===== config.mk =====
export PLATFORM = sky130hd
export DESIGN_NAME = pc_fetch_unit
export DESIGN_NICKNAME = d
export VERILOG_FILES = /design/src/rtl/pc_fetch_unit.sv
export SDC_FILE = /design/constraint.sdc
export NUM_CORES = 1
export LEC_CHECK = 0
export CORE_MARGIN = 2
export CORE_UTILIZATION = 45
export DETAILED_ROUTE_END_ITERATION = 10
export PLACE_DENSITY = 0.86
export SYNTH_ARGS = -nofsm -noshare
export SYNTH_HDL_FRONTEND = slang
export SYNTH_SLANG_ARGS = --single-unit

===== constraint.sdc =====
create_clock -name clk -period 3.2 [get_ports clk]
set_clock_uncertainty 0.15 [all_clocks]
set_input_delay 0.48 -clock clk [delete_from_list [all_inputs] [get_ports clk]]
set_output_delay 0.48 -clock clk [all_outputs]
set_load 0.01 [all_outputs]

===== src/rtl/pc_fetch_unit.sv =====
// Purpose   : program-counter register and instruction fetch sequencer (FETCH -> HOLD -> FETCH).
// Latency   : at least 2 cycles per instruction; instr_valid rises the cycle after imem_ack.
// Backpress : instr/pc hold stable in HOLD until instr_ready; a misaligned next_pc halts fetch.
//
// Ports:
//   clk, rst_n            clock, asynchronous active-low reset
//   next_pc               next PC from the next-PC mux, taken when an instruction is accepted
//   imem_req/imem_addr    instruction memory request; imem_addr always mirrors pc
//   imem_ack/imem_rdata   memory response for the outstanding request
//   pc/instr/instr_valid  fetched instruction presented to the datapath
//   instr_ready           datapath accepts the presented instruction
//   retire_count          accepted-instruction counter (wraps)
//   fault/fault_code      sticky halt indication: 01 misaligned next_pc, 10 fetch timeout
//
// Build option: define FETCH_TIMEOUT_EN to halt with fault_code 10 when memory
// fails to acknowledge within TIMEOUT_CYCLES fetch cycles.

module pc_fetch_unit #(
    parameter logic [31:0] RESET_PC       = 32'h0000_0000,
    parameter int          TIMEOUT_CYCLES = 16
) (
    input  logic        clk,
    input  logic        rst_n,
    input  logic [31:0] next_pc,
    output logic        imem_req,
    output logic [31:0] imem_addr,
    input  logic        imem_ack,
    input  logic [31:0] imem_rdata,
    output logic [31:0] pc,
    output logic [31:0] instr,
    output logic        instr_valid,
    input  logic        instr_ready,
    output logic [31:0] retire_count,
    output logic        fault,
    output logic [1:0]  fault_code
);

    localparam logic [1:0] FETCH = 2'd0;
    localparam logic [1:0] HOLD  = 2'd1;
    localparam logic [1:0] HALT  = 2'd2;

    localparam logic [1:0] CODE_MISALIGN = 2'b01;
    localparam logic [1:0] CODE_TIMEOUT  = 2'b10;

    // A zero or negative timeout cannot be honoured; stop elaboration early.
    if (TIMEOUT_CYCLES < 1) begin : g_bad_timeout
        $error("pc_fetch_unit: TIMEOUT_CYCLES must be at least 1");
    end

    logic [1:0]  state_q;
    logic [31:0] pc_q;
    logic [31:0] instr_q;
    logic [31:0] retire_q;
    logic        fault_q;
    logic [1:0]  code_q;
    // Cleared by reset, set by the first clock edge afterwards. Keeps imem_req low
    // while reset is asserted and until the first edge after release, so the first
    // request cycle always starts cleanly at RESET_PC.
    logic        run_q;

`ifdef FETCH_TIMEOUT_EN
    localparam int            CW      = (TIMEOUT_CYCLES > 1) ? $clog2(TIMEOUT_CYCLES) : 1;
    localparam logic [CW-1:0] TO_LAST = CW'(TIMEOUT_CYCLES - 1);
    logic [CW-1:0] wait_q;
`endif

    assign imem_req     = run_q && (state_q == FETCH);
    assign imem_addr    = pc_q;
    assign pc           = pc_q;
    assign instr        = instr_q;
    assign instr_valid  = (state_q == HOLD);
    assign retire_count = retire_q;
    assign fault        = fault_q;
    assign fault_code   = code_q;

    always_ff @(posedge clk or negedge rst_n) begin
        if (!rst_n) begin
            state_q  <= FETCH;
            pc_q     <= RESET_PC;
            instr_q  <= 32'h0;
            retire_q <= 32'h0;
            fault_q  <= 1'b0;
            code_q   <= 2'b00;
            run_q    <= 1'b0;
`ifdef FETCH_TIMEOUT_EN
            wait_q   <= '0;
`endif
        end else begin
            run_q <= 1'b1;
            case (state_q)
                FETCH: begin
                    // Responses are only meaningful while a request is actually out.
                    if (run_q) begin
                        if (imem_ack) begin
                            instr_q <= imem_rdata;
                            state_q <= HOLD;
                        end
`ifdef FETCH_TIMEOUT_EN
                        else if (wait_q == TO_LAST) begin
                            state_q <= HALT;
                            fault_q <= 1'b1;
                            code_q  <= CODE_TIMEOUT;
                        end else begin
                            wait_q <= wait_q + 1'b1;
                        end
`endif
                    end
                end
                HOLD: begin
                    if (instr_ready) begin
                        // The instruction retires even when its successor is misaligned;
                        // pc still takes next_pc so the offending address is visible.
                        pc_q     <= next_pc;
                        retire_q <= retire_q + 32'd1;
                        if (next_pc[1:0] == 2'b00) begin
                            state_q <= FETCH;
`ifdef FETCH_TIMEOUT_EN
                            wait_q  <= '0;
`endif
                        end else begin
                            state_q <= HALT;
                            fault_q <= 1'b1;
                            code_q  <= CODE_MISALIGN;
                        end
                    end
                end
                HALT: begin
                    // Frozen until reset.
                end
                default: begin
                    state_q <= HALT;
                end
            endcase
        end
    end

endmodule


* Yosys cells after proc, flatten, opt, wreduce, memory -nomap -nowiden
Cells that the tools add are included.
Cells by class: add/subtract/negate cells 1, $mul 0, div/mod/pow operators 0, $lt $le $gt $ge 0, eq/ne operators 5, shift-type cells 0, muxes and demuxes 5, bitwise gates (word level) 2, reductions and logical operators 7
Operator list (number):
- adder 32 x 1 -> 32 bit (second input constant) | 1
- two-way mux 2 bit | 4
- case mux 2 bit (3 select lines) | 1
- AND reduction 3 bit | 2
- zero test 2 bit | 2
- != test 2 bit (second input constant) | 2
- AND reduction 4 bit | 1
- equality test 2 x 1 -> 1 bit (second input constant) | 1
- equality test 2 bit (second input constant) | 1
- != test 2 x 1 -> 1 bit (second input constant) | 1
- NOT 1 bit | 2
- AND reduction 2 bit | 1
- logical AND 1 bit | 1
Word-level totals: register bits after elaboration 100, latch bits 0, memory bits (writable) 0, memory bits (read-only) 0, output and inout port bits 133, memories 0

* Logic depth before layout (Yosys ltp)
depth after elaboration 4, depth in mapped cells 6

* Worst setup path after synthesis
Ideal clock, no wire load.
path kind reg-to-reg, start register state_q[1], end register instr_q[10] (netlist: instr[10]), library setup time 0.125 ns, data arrival time 1.564 ns, slack 1.362 ns, stages on the path, launching flop included 6, buffers on the path 2, period minus slack after synthesis 1.838 ns, cells stage by stage dfrtp_1 > nor3b_1 > and2_1 > buf_2 > buf_4 > mux2_2
On the way: word-level cells in the longest chain between the ends 2
RTL lines:
- from (decl) | RTL line 50 | logic [1:0] state_q;
- from (signal assigned) | RTL line 78 | state_q <= FETCH;
- from (signal assigned) | RTL line 96 | state_q <= HOLD;
- from (signal assigned) | RTL line 116 | state_q <= FETCH;
- zero test 2 bit | RTL line 90 | case (state_q)
- AND reduction 3 bit (no source line)
- to (signal assigned) | RTL line 95 | instr_q <= imem_rdata;
- to (decl) | RTL line 52 | logic [31:0] instr_q;
Every way passes these cells. A chain may end at the register's enable or synchronous reset.

* Worst setup path in the final report
start register state_q[1], end output port imem_req
On the way: word-level cells in the longest chain between the ends 2
RTL lines:
- zero test 2 bit | RTL line 67 | assign imem_req = run_q && (state_q == FETCH);
- logical AND 1 bit | RTL line 67
- to (decl) | RTL line 25 | output logic imem_req,
Every way passes these cells.

==> summary by stage <==
Synth
The prevailing post-synth register cell is dfrtp_1. Counting every instance in the synthesized netlist gives 386. The count of state elements after synthesis is 100. Yosys mapped a number of flops with a built-in enable equal to 0. Counting distinct cell types in the post-synthesis netlist gives 32. Sequential cells were found to cover 57.5% of the synthesized design area. The mean area per synthesized cell is 11.3 sq um. In the synthesized netlist the async set-or-reset flop fraction comes to 100%. The number of synthesis warnings is 0.

The area of the mapped netlist is 4350 sq um. The number of nets in the synthesized netlist is 455.

Detailed routing
The first detailed-routing pass took 4 iterations. The per-cell via count in the routed design is 4.84. The mean routed wirelength per cell is 15.1 um. The total vias in the final route is 3333. The residual antenna-violating net count after detailed routing is 0. The routed wire length is 10400 um. The violation count after the first detailed-route iteration is 161.

After detailed routing, the number of remaining DRC violations is 0.

Global route
The maximum number of pins on one net before global-route repair is 77. The number of antenna violations at the first check in global routing is 0. The total congestion overflow is 0. The number of global-route vias before repair came to 3274. The first global-routing pass estimated 16300 um of wire. Global routing used 20.0% of the available tracks.

Placed design
The HPWL after detailed placement is 7960 um. In this run the tool buffered the top-level ports with 199 buffer cells. The total placed instance area is 6200 sq um. The final estimated routing congestion in global placement is 0.786.

Power
The cell area power density is 740 nW/um^2. Combinational logic burns 43.3% of the power. The internal power consumption is 3.26 mW.

The proportion of power drawn by flip-flops and latches is 41.7%. The switching power is 1.45 mW. The relative contribution of the clock network to total power is 15.0%. For this design the static power due to leakage is 2.81 nW. The worst ir drop on vdd is 0.463 mV.

The proportion of total power due to net switching is 30.8%.

Critical path
The worst setup path is launched from a flip-flop. The master of the slowest instance on the critical path is clkdlybuf4s50_1. The critical path is of the reg -> out type.

The number of buffer and inverter stages on the critical path is 1. The maximum fanout along the worst path is 4. The biggest cell delay along the critical path is 0.61 ns. On the critical path the largest part of the delay comes from buffers and inverters.

STA puts the critical path data required time at 2.57 ns. The critical path arrival is 1.65 ns. Traced cell by cell, the critical path runs through nor3b_1 -> clkdlybuf4s50_1. The endpoint type of the worst setup path is an output port.

Clocking
The number of clock sinks is 100. The clock reaches the later pin of the worst-skew pair after 0.34 ns. Buffers inserted to repair hold after CTS numbered 0.

The depth of the CTS H-tree is 3. The clock passes through at most 2 buffers. The clock transition at the register clock pins on the worst setup and hold paths after CTS is 0.09 ns. TritonCTS built the clock tree.

The number of buffers added for setup after CTS is 0. Counting the buffers created by CTS gives 9. The number of resized instances in the post-cts repair step is 0.

The library cell used as clock root buffer is clkbuf_8.

STA
The final critical path takes up 71.2% of the cycle. For the finished layout, the period the worst path requires is 2.28 ns. The final-report max-slew violation count is 0.

Setup repair after global routing left no endpoint under its margin. Based on the critical path, the design can be clocked at up to 439 MHz. The worst-margin pin slew is 0.961 ns. Measured against its own limit, the worst slew margin works out to 35.9%. The number of endpoints failing setup at the final stage is 0. For the final routed database, the setup TNS stands at 0 ns. The number of failing hold endpoints at the final stage is 0.

Cells and area
The post-route cell area is 6370 sq um. The fill cell total of the finished layout is 730. The final net count is 623.

The total inserted antenna cells is 0. From synthesis to final layout, the design area changed by 46.5%. Of the cells placed in the final design, the portion with a size suffix greater than 1 is 10.9%. Cells fill 68.3% of the core in the end.

Floorplanning
The floorplan row count is 35. The core region is 9330 sq um. The initial utilization of the core area, before any placement, comes to 46.7%.

The die outline width is 102 um. The area of the die is 10500 sq um. The I/O pin total is 201. The die is 102 um tall.

Job
The number of violations of the max-capacitance limit is 0.

Worst hold path
The min-delay analysis places its worst path in the category in -> async.

Run status
The run finished with clean final reports.
[area by class of cell]
class | instances | area [sq um] | share of cell area [%]
tap | 129 | 161 | 2.53
timing repair buffer | 205 | 2030 | 31.9
clock buffer | 12 | 145 | 2.28
sequential | 100 | 2500 | 39.3
inverter | 4 | 15.0 | 0.236
clock inverter | 4 | 25.0 | 0.393
multi-input combinational | 234 | 1490 | 23.4
[per-stage QoR]
step,total power [mW],instances,setup WS (ns),hold slack (ns)
2_1_floorplan,2.88,386,1.36,0.0344
3_5_place_dp,4.06,672,0.890,0.317
4_1_cts,4.78,688,0.861,0.162
6_report,4.71,688,0.922,0.106
5_1_grt,4.99,688,0.782,0.181
3_3_place_gp,3.99,672,0.957,0.315
[cells in the mapped netlist (2+ instances only)]
cell type,count,area (sq um)
nor3_1,2,10.0
nand2_1,108,405
buf_6,2,22.5
nand2b_1,2,12.5
nand3_1,15,75.1
and4_1,2,17.5
buf_4,38,285
and2_1,3,18.8
and3_1,4,25.0
conb_1,2,7.51
inv_1,4,15.0
buf_2,5,25.0
xnor2_1,29,254
nand4_1,15,93.8
clkbuf_1,3,11.3
dfrtp_1,100,2500
nor4_4,3,63.8
nor2_1,3,11.3
mux2_2,32,360
xor2_1,2,17.5
[kinds of logic after synthesis]
family,Yosys count,synth area share [%]
muxes,32,8.28
and+or+nand+nor,166,19.0
AOI/OAI and AO/OA,2,0.287
DFF,100,57.5
xor gates and xnor gates,31,6.24
other,2,0.173
buffers and inverters,52,8.25
adders and majority gates,1,0.287
[cells in the final DEF (no fill, tap or decap), types with 3 or more instances in the layout]
cell type        instances
and2_1                   3
and3_1                   4
buf_4                    7
clkbuf_8                10
clkdlybuf4s50_1        198
dfrtp_1                100
inv_1                    4
mux2_2                  32
nand2_1                108
nand3_1                 15
nand4_1                 15
nor2_1                   3
nor4_4                   3
xnor2_1                 29
[registers in the layout, summed over array words and instances (netlist names)]
register      flops
instr            32
retire_count     32
imem_addr        32
state_q           2
run_q             1
fault_code        1
[final timing paths]
kind / start / to / slack (ns) / cells after the start
max in group asynchronous: rst_n / retire_count[31] / 2.01 / 2
worst min-delay path: rst_n / imem_addr[12] / 0.11 / 1
worst min register to register: retire_count[31] / retire_count[31] / 0.32 / 1
worst max register to register: state_q[1] / imem_addr[14] / 1.29 / 5
min in group clk: retire_count[31] / retire_count[31] / 0.32 / 1
worst max-delay path: state_q[1] / imem_req / 0.92 / 2
[routing by layer]
metal  global-route usage [%]  part of all wire (%)
met3                     6.50                   8.7
met1                     24.2                    41
met2                     35.2                    50
met5                        0                     0
met4                     4.51                  0.58
[power groups by stage]
stage	clock, mW	combinational [mW]	sequential (mW)
floorplan	0	0.747	2.13
global placement	0	2.02	1.97
detailed placement	0	2.06	2.00
CTS	0.736	2.07	1.97
global route	0.784	2.18	2.03
finish	0.708	2.04	1.96
Power figures use the tool's default switching activity.
==> RTL change 1: new RTL, config.mk and constraints unchanged <==
Register the output `retire_count` once more, without a reset; this adds one clock of latency there. The other outputs are not delayed to match.
--- a/src/rtl/pc_fetch_unit.sv
+++ b/src/rtl/pc_fetch_unit.sv
@@ -70,5 +70,7 @@
     assign instr        = instr_q;
     assign instr_valid  = (state_q == HOLD);
-    assign retire_count = retire_q;
+    always_ff @(posedge clk) begin
+        retire_count <= retire_q;
+    end
     assign fault        = fault_q;
     assign fault_code   = code_q;
Behaviour: not the same (a bounded check fails within 4 cycles, from zero or initial values and one cycle with rst_n low).
==> RTL change 1 against the unedited design <==
- area after synthesis rose by 13%
- fmax fell by 5.7%
- design area rose by 17%
- power rose by 44%
- routed wire length rose by 12%
- setup slack got worse by 0.14 ns
- utilization rose by 1.2 points
- sequential cell count rose by 32
- critical path type unchanged
- largest cell class unchanged
- largest power group is now sequential cells
==> RTL change 1: results (changes against the unedited design) <==
| Metric | Value |
|---|---|
| Hold_buf cts | `1 (+1)` |
| Synth area leaders | `dfrtp_1 51%, dfxtp_1 13%, nand2_1 8.5%` |
| Arrival time at the worst endpoint | `1.79 ns (+0.14 ns)` |
| CP top delay family | `buffers and inverters` |
| Yosys cell types | `33 (+3.1%)` |
| Placed cell areas | `6830 µm² (+10%)` |
| Dpl hpwl | `8480 µm (+6.6%)` |
| Initial antenna violation count | `0 (unchanged)` |
| Filler cells | `798 (+9.3%)` |
| Ys async rst share | `0.758 (-0.242)` |
| Most frequent cells after synthesis | `112 x nand2_1, 100 x dfrtp_1, 34 x buf_4, 33 x mux2_2, 32 x dfxtp_1` |
| CTS Root Cell | `clkbuf_8` |
| Sequential element share of the synthesized area | `0.638 (+0.0632)` |
| Relative slew margins | `0.398 (+0.0393)` |
| Maxcap violations | `0 (unchanged)` |
| Syn Nets | `486 (+6.8%)` |
| Via/cell ratio | `4.81 (-0.66%)` |
| Total global-route track usage | `0.206 (+0.00585)` |
| Post-Syn Area per Cell | `11.8 µm² (+4.8%)` |
| Pre-CTS setup slack | `0.632 ns (-0.258 ns)` |
| Vias in the first global route | `3,883 (+19%)` |
| Routed WL | `11,700 µm (+12%)` |
| Initial DRC Count | `83 (-48%)` |
| Clock Tree Buf Depth | `2 (unchanged)` |
| Cell count after placement | `713 (+6.1%)` |
| Clk slew on worst S/H paths | `0.06 ns (-0.03 ns)` |
| Routed WL per cell | `15.7 µm (+3.6%)` |
| First-pass GRT wire length | `18,700 µm (+15%)` |
| CP peak stage delay | `roughly 0.6 ns` |
| Status | `finished clean` |
| CTS buffer count | `17 (+8)` |
| Worst hold-check path type | `flip-flop to flip-flop` |
| Layout Nets | `662 (+6.3%)` |
| Worst-skew pair later-pin latency | `0.51 ns (+0.17 ns)` |
| CP Max Fanout | `7 (+3)` |
| Main synth FF type | `dfrtp_1` |
| H-tree Lvls | `4 (+1)` |
| Worst vdd ir | `0.544 mV (+17%)` |
| Layout cells sized above 1 | `0.125 (+0.0163)` |
| Leakage | `3.33 nW (+18%)` |
| Gpl congestion | `0.767 (-2.5%)` |
| Largest net degree at the start of global routing | `58 (-25%)` |
| Synthesis Warnings | `0 (unchanged)` |
| Register area | `3140 µm² (+26%)` |
## RTL change 1: power by group
group,switching (W),leakage [nW],internal [W]
sequential,0.000354,1.53,0.00213
clock,0.000764,0.310,0.00125
combinational,0.000849,1.48,0.00142
total,0.00197,3.33,0.00480
## RTL change 1: kinds of logic after synthesis
| kind of cell | Yosys count | share of synthesized area |
|---|---|---|
| buffers and inverters | 50 | 0.0643 |
| adders and majority gates | 1 | 0.00254 |
| DFF | 132 | 0.638 |
| muxes | 33 | 0.0755 |
| AOI/OAI and AO/OA | 1 | 0.00102 |
| xor gates and xnor gates | 31 | 0.0551 |
| and+or+nand+nor | 167 | 0.162 |
| other | 2 | 0.00152 |
## RTL change 1: final timing paths
kind / startpoint / end / slack [ns] / cells past startpoint
hold / removal: retire_q[31]$_DFFE_PN0P_ / retire_count[31]$_DFF_P_ / 0.27 / 0
setup / recovery: state_q[1]$_DFFE_PN0P_ / imem_req / 0.78 / 2
min in group asynchronous: rst_n / retire_q[26]$_DFFE_PN0P_ / 0.37 / 2
setup reg to reg: retire_q[15]$_DFFE_PN0P_ / retire_q[30]$_DFFE_PN0P_ / 1.03 / 4
hold reg to reg: retire_q[31]$_DFFE_PN0P_ / retire_count[31]$_DFF_P_ / 0.27 / 0
max in group asynchronous: rst_n / imem_addr[0]$_DFFE_PN0P_ / 1.82 / 3
## RTL change 1: per-layer routing
metal	GRT usage	up-vias	share of wire
li1	-	1685	-
met1	0.215	1757	0.37
met2	0.385	124	0.55
met3	0.0622	24	0.056
met4	0.0833	0	0.023
met5	0	-	0
## RTL change 1: area by class of cell
class	instances	area share
clock inverters	12	0.0203
flip-flops and latches	132	0.421
clock buffers	20	0.0640
repair buffers	204	0.273
inverters	3	0.00151
well taps	140	0.0234
multi-input cells	235	0.197
==> RTL change 2: new RTL, same flow settings <==
Without the edit above. Add a define of `FETCH_TIMEOUT_EN`.
--- a/src/rtl/pc_fetch_unit.sv
+++ b/src/rtl/pc_fetch_unit.sv
@@ -15,4 +15,6 @@
 // Build option: define FETCH_TIMEOUT_EN to halt with fault_code 10 when memory
 // fails to acknowledge within TIMEOUT_CYCLES fetch cycles.
+
+`define FETCH_TIMEOUT_EN
 
 module pc_fetch_unit #(
Function: same outputs for any inputs over 10 cycles, from zero or initial values and one cycle with rst_n low; that may be too few to reach the edited logic, so the function may still have changed.
==> RTL change 2 against the unedited design <==
- the flow now finishes with violations (negative hold slack)
- largest power group unchanged
- power is 7.0% higher
- routed wire length is 0.19% higher
- setup slack worse by 0.29 ns
- fmax is 11% lower
- design area is 4.2% higher
- highest routed layer unchanged
- area after synthesis is 4.7% higher
- critical path type unchanged
- combinational power is 8% higher
- worst hold slack worse by 0.12 ns
- sequential cell count is 6 higher
==> RTL change 2: results (changes against the unedited design) <==
| Metric | Value |
|---|---|
| Status | `complete, but fails checks` |
| Failing checks | `negative hold slack` |
| Area added between synthesis and finish | `45.7%` |
| Largest net degree at the start of global routing | `55 (-29%)` |
| Critical-path top delay cell | `clkdlybuf4s50_1` |
| Synth Area in Adders | `0.00549 (+0.00262)` |
| Synth Area in XOR/XNOR | `0.0596 (-0.00279)` |
| P_seq | `0.00207 W (+6%)` |
| Final hold vios | `6 (+6)` |
| Filler cells | `754 (+3.3%)` |
| H-tree Lvls | `3 (unchanged)` |
| Cell count after placement | `637 (-5.2%)` |
| Routed WL per cell | `16.0 µm (+5.6%)` |
| Layout Nets | `585 (-6.1%)` |
| Sw frac | `0.301 (-0.00707)` |
| Yosys cell types | `38 (+19%)` |
| CP endpoint | `instr_valid` |
| Vias after detailed routing | `3,249 (-2.5%)` |
| Worst vdd ir | `0.409 mV (-12%)` |
| WHS | `-0.0120 ns (-0.118 ns)` |
| Vias in the first global route | `3,280 (+0.18%)` |
| Worst-skew pair later-pin latency | `0.36 ns (+0.02 ns)` |
| Final worst slack | `0.636 ns (-0.285 ns)` |
| Arrival time at the worst endpoint | `1.93 ns (+0.28 ns)` |
| FF-to-FF End | `imem_addr[10]$_DFFE_PN0P_` |
| Measured slew at the worst slew-check pin | `0.802 ns (-0.160 ns)` |
| Initial DRC Count | `92 (-43%)` |
| I/O Buffers | `200 (+0.50%)` |
| Pre-CTS setup slack | `0.593 ns (-0.297 ns)` |
| Leakage | `2.81 nW (about the same)` |
| Switching pwr | `0.00152 W (+4.6%)` |
| CP peak stage delay | `0.59 ns (-0.02 ns)` |
| Critical path startpoint | `state_q[0]$_DFFE_PN0P_` |
| CP Max Fanout | `12 (+8)` |
| Placed cell areas | `6450 µm² (+4.0%)` |
| Sequential element share of the synthesized area | `0.582 (+0.00721)` |
| Mux contribution to synthesized area | `0.170 (+0.0872)` |
| Post-Syn Area per Cell | `13.3 µm² (+18%)` |
| Syn Nets | `413 (-9.2%)` |
| First-pass GRT wire length | `17,000 µm (+4.1%)` |
| R2r setup slk | `0.97 ns (-0.32 ns)` |
| Gpl congestion | `0.792 (+0.80%)` |
| Most frequent cells after synthesis | `106 x dfrtp_1, 65 x mux2_2, 36 x buf_4, 26 x xnor2_1, 16 x nand2_1` |
| Synth area leaders | `dfrtp_1 58%, mux2_2 16%, buf_4 5.9%` |
| Dpl hpwl | `7840 µm (-1.4%)` |
| Worst reg-to-reg path cell count | `4 (-1)` |
| Routed WL | `10,400 µm (+0.19%)` |
| Total global-route track usage | `0.190 (-0.0104)` |
| Layout cells sized above 1 | `0.177 (+0.0678)` |
| Clk slew on worst S/H paths | `0.11 ns (+0.02 ns)` |
| Post-synthesis compound-gate area fraction | `0.0135 (+0.0106)` |
| Comb pwr | `0.00220 W (+8%)` |
-- RTL change 2: changes by cell type in the layout (fill, tap and decap cells not counted), sizes merged, moves of 3 or more --
| cell | delta |
|---|---|
| xnor2 | -3 |
| buf | -4 |
| mux2 | +35 |
| inv | +4 |
| dfrtp | +6 |
| nor2 | +5 |
| nand2 | -91 |
| nand3 | -3 |
| a21oi | +5 |
| nand4b | +3 |
| xor2 | +3 |
-- RTL change 2: cell type report --
| type | count | share of cell area |
|---|---|---|
| well taps | 133 | 0.0251 |
| multi-input cells | 191 | 0.239 |
| inverters | 5 | 0.00283 |
| clock buffers | 10 | 0.0207 |
| flip-flops and latches | 106 | 0.400 |
| clock inverters | 6 | 0.00716 |
| repair buffers | 202 | 0.305 |
-- RTL change 2: per-layer routing --
metal | track usage | vias up | share of wire
met5 | 0 | - | 0
met4 | 0.0543 | 0 | 0.015
met3 | 0.0374 | 14 | 0.060
met2 | 0.331 | 130 | 0.51
met1 | 0.242 | 1612 | 0.41
li1 | - | 1493 | -
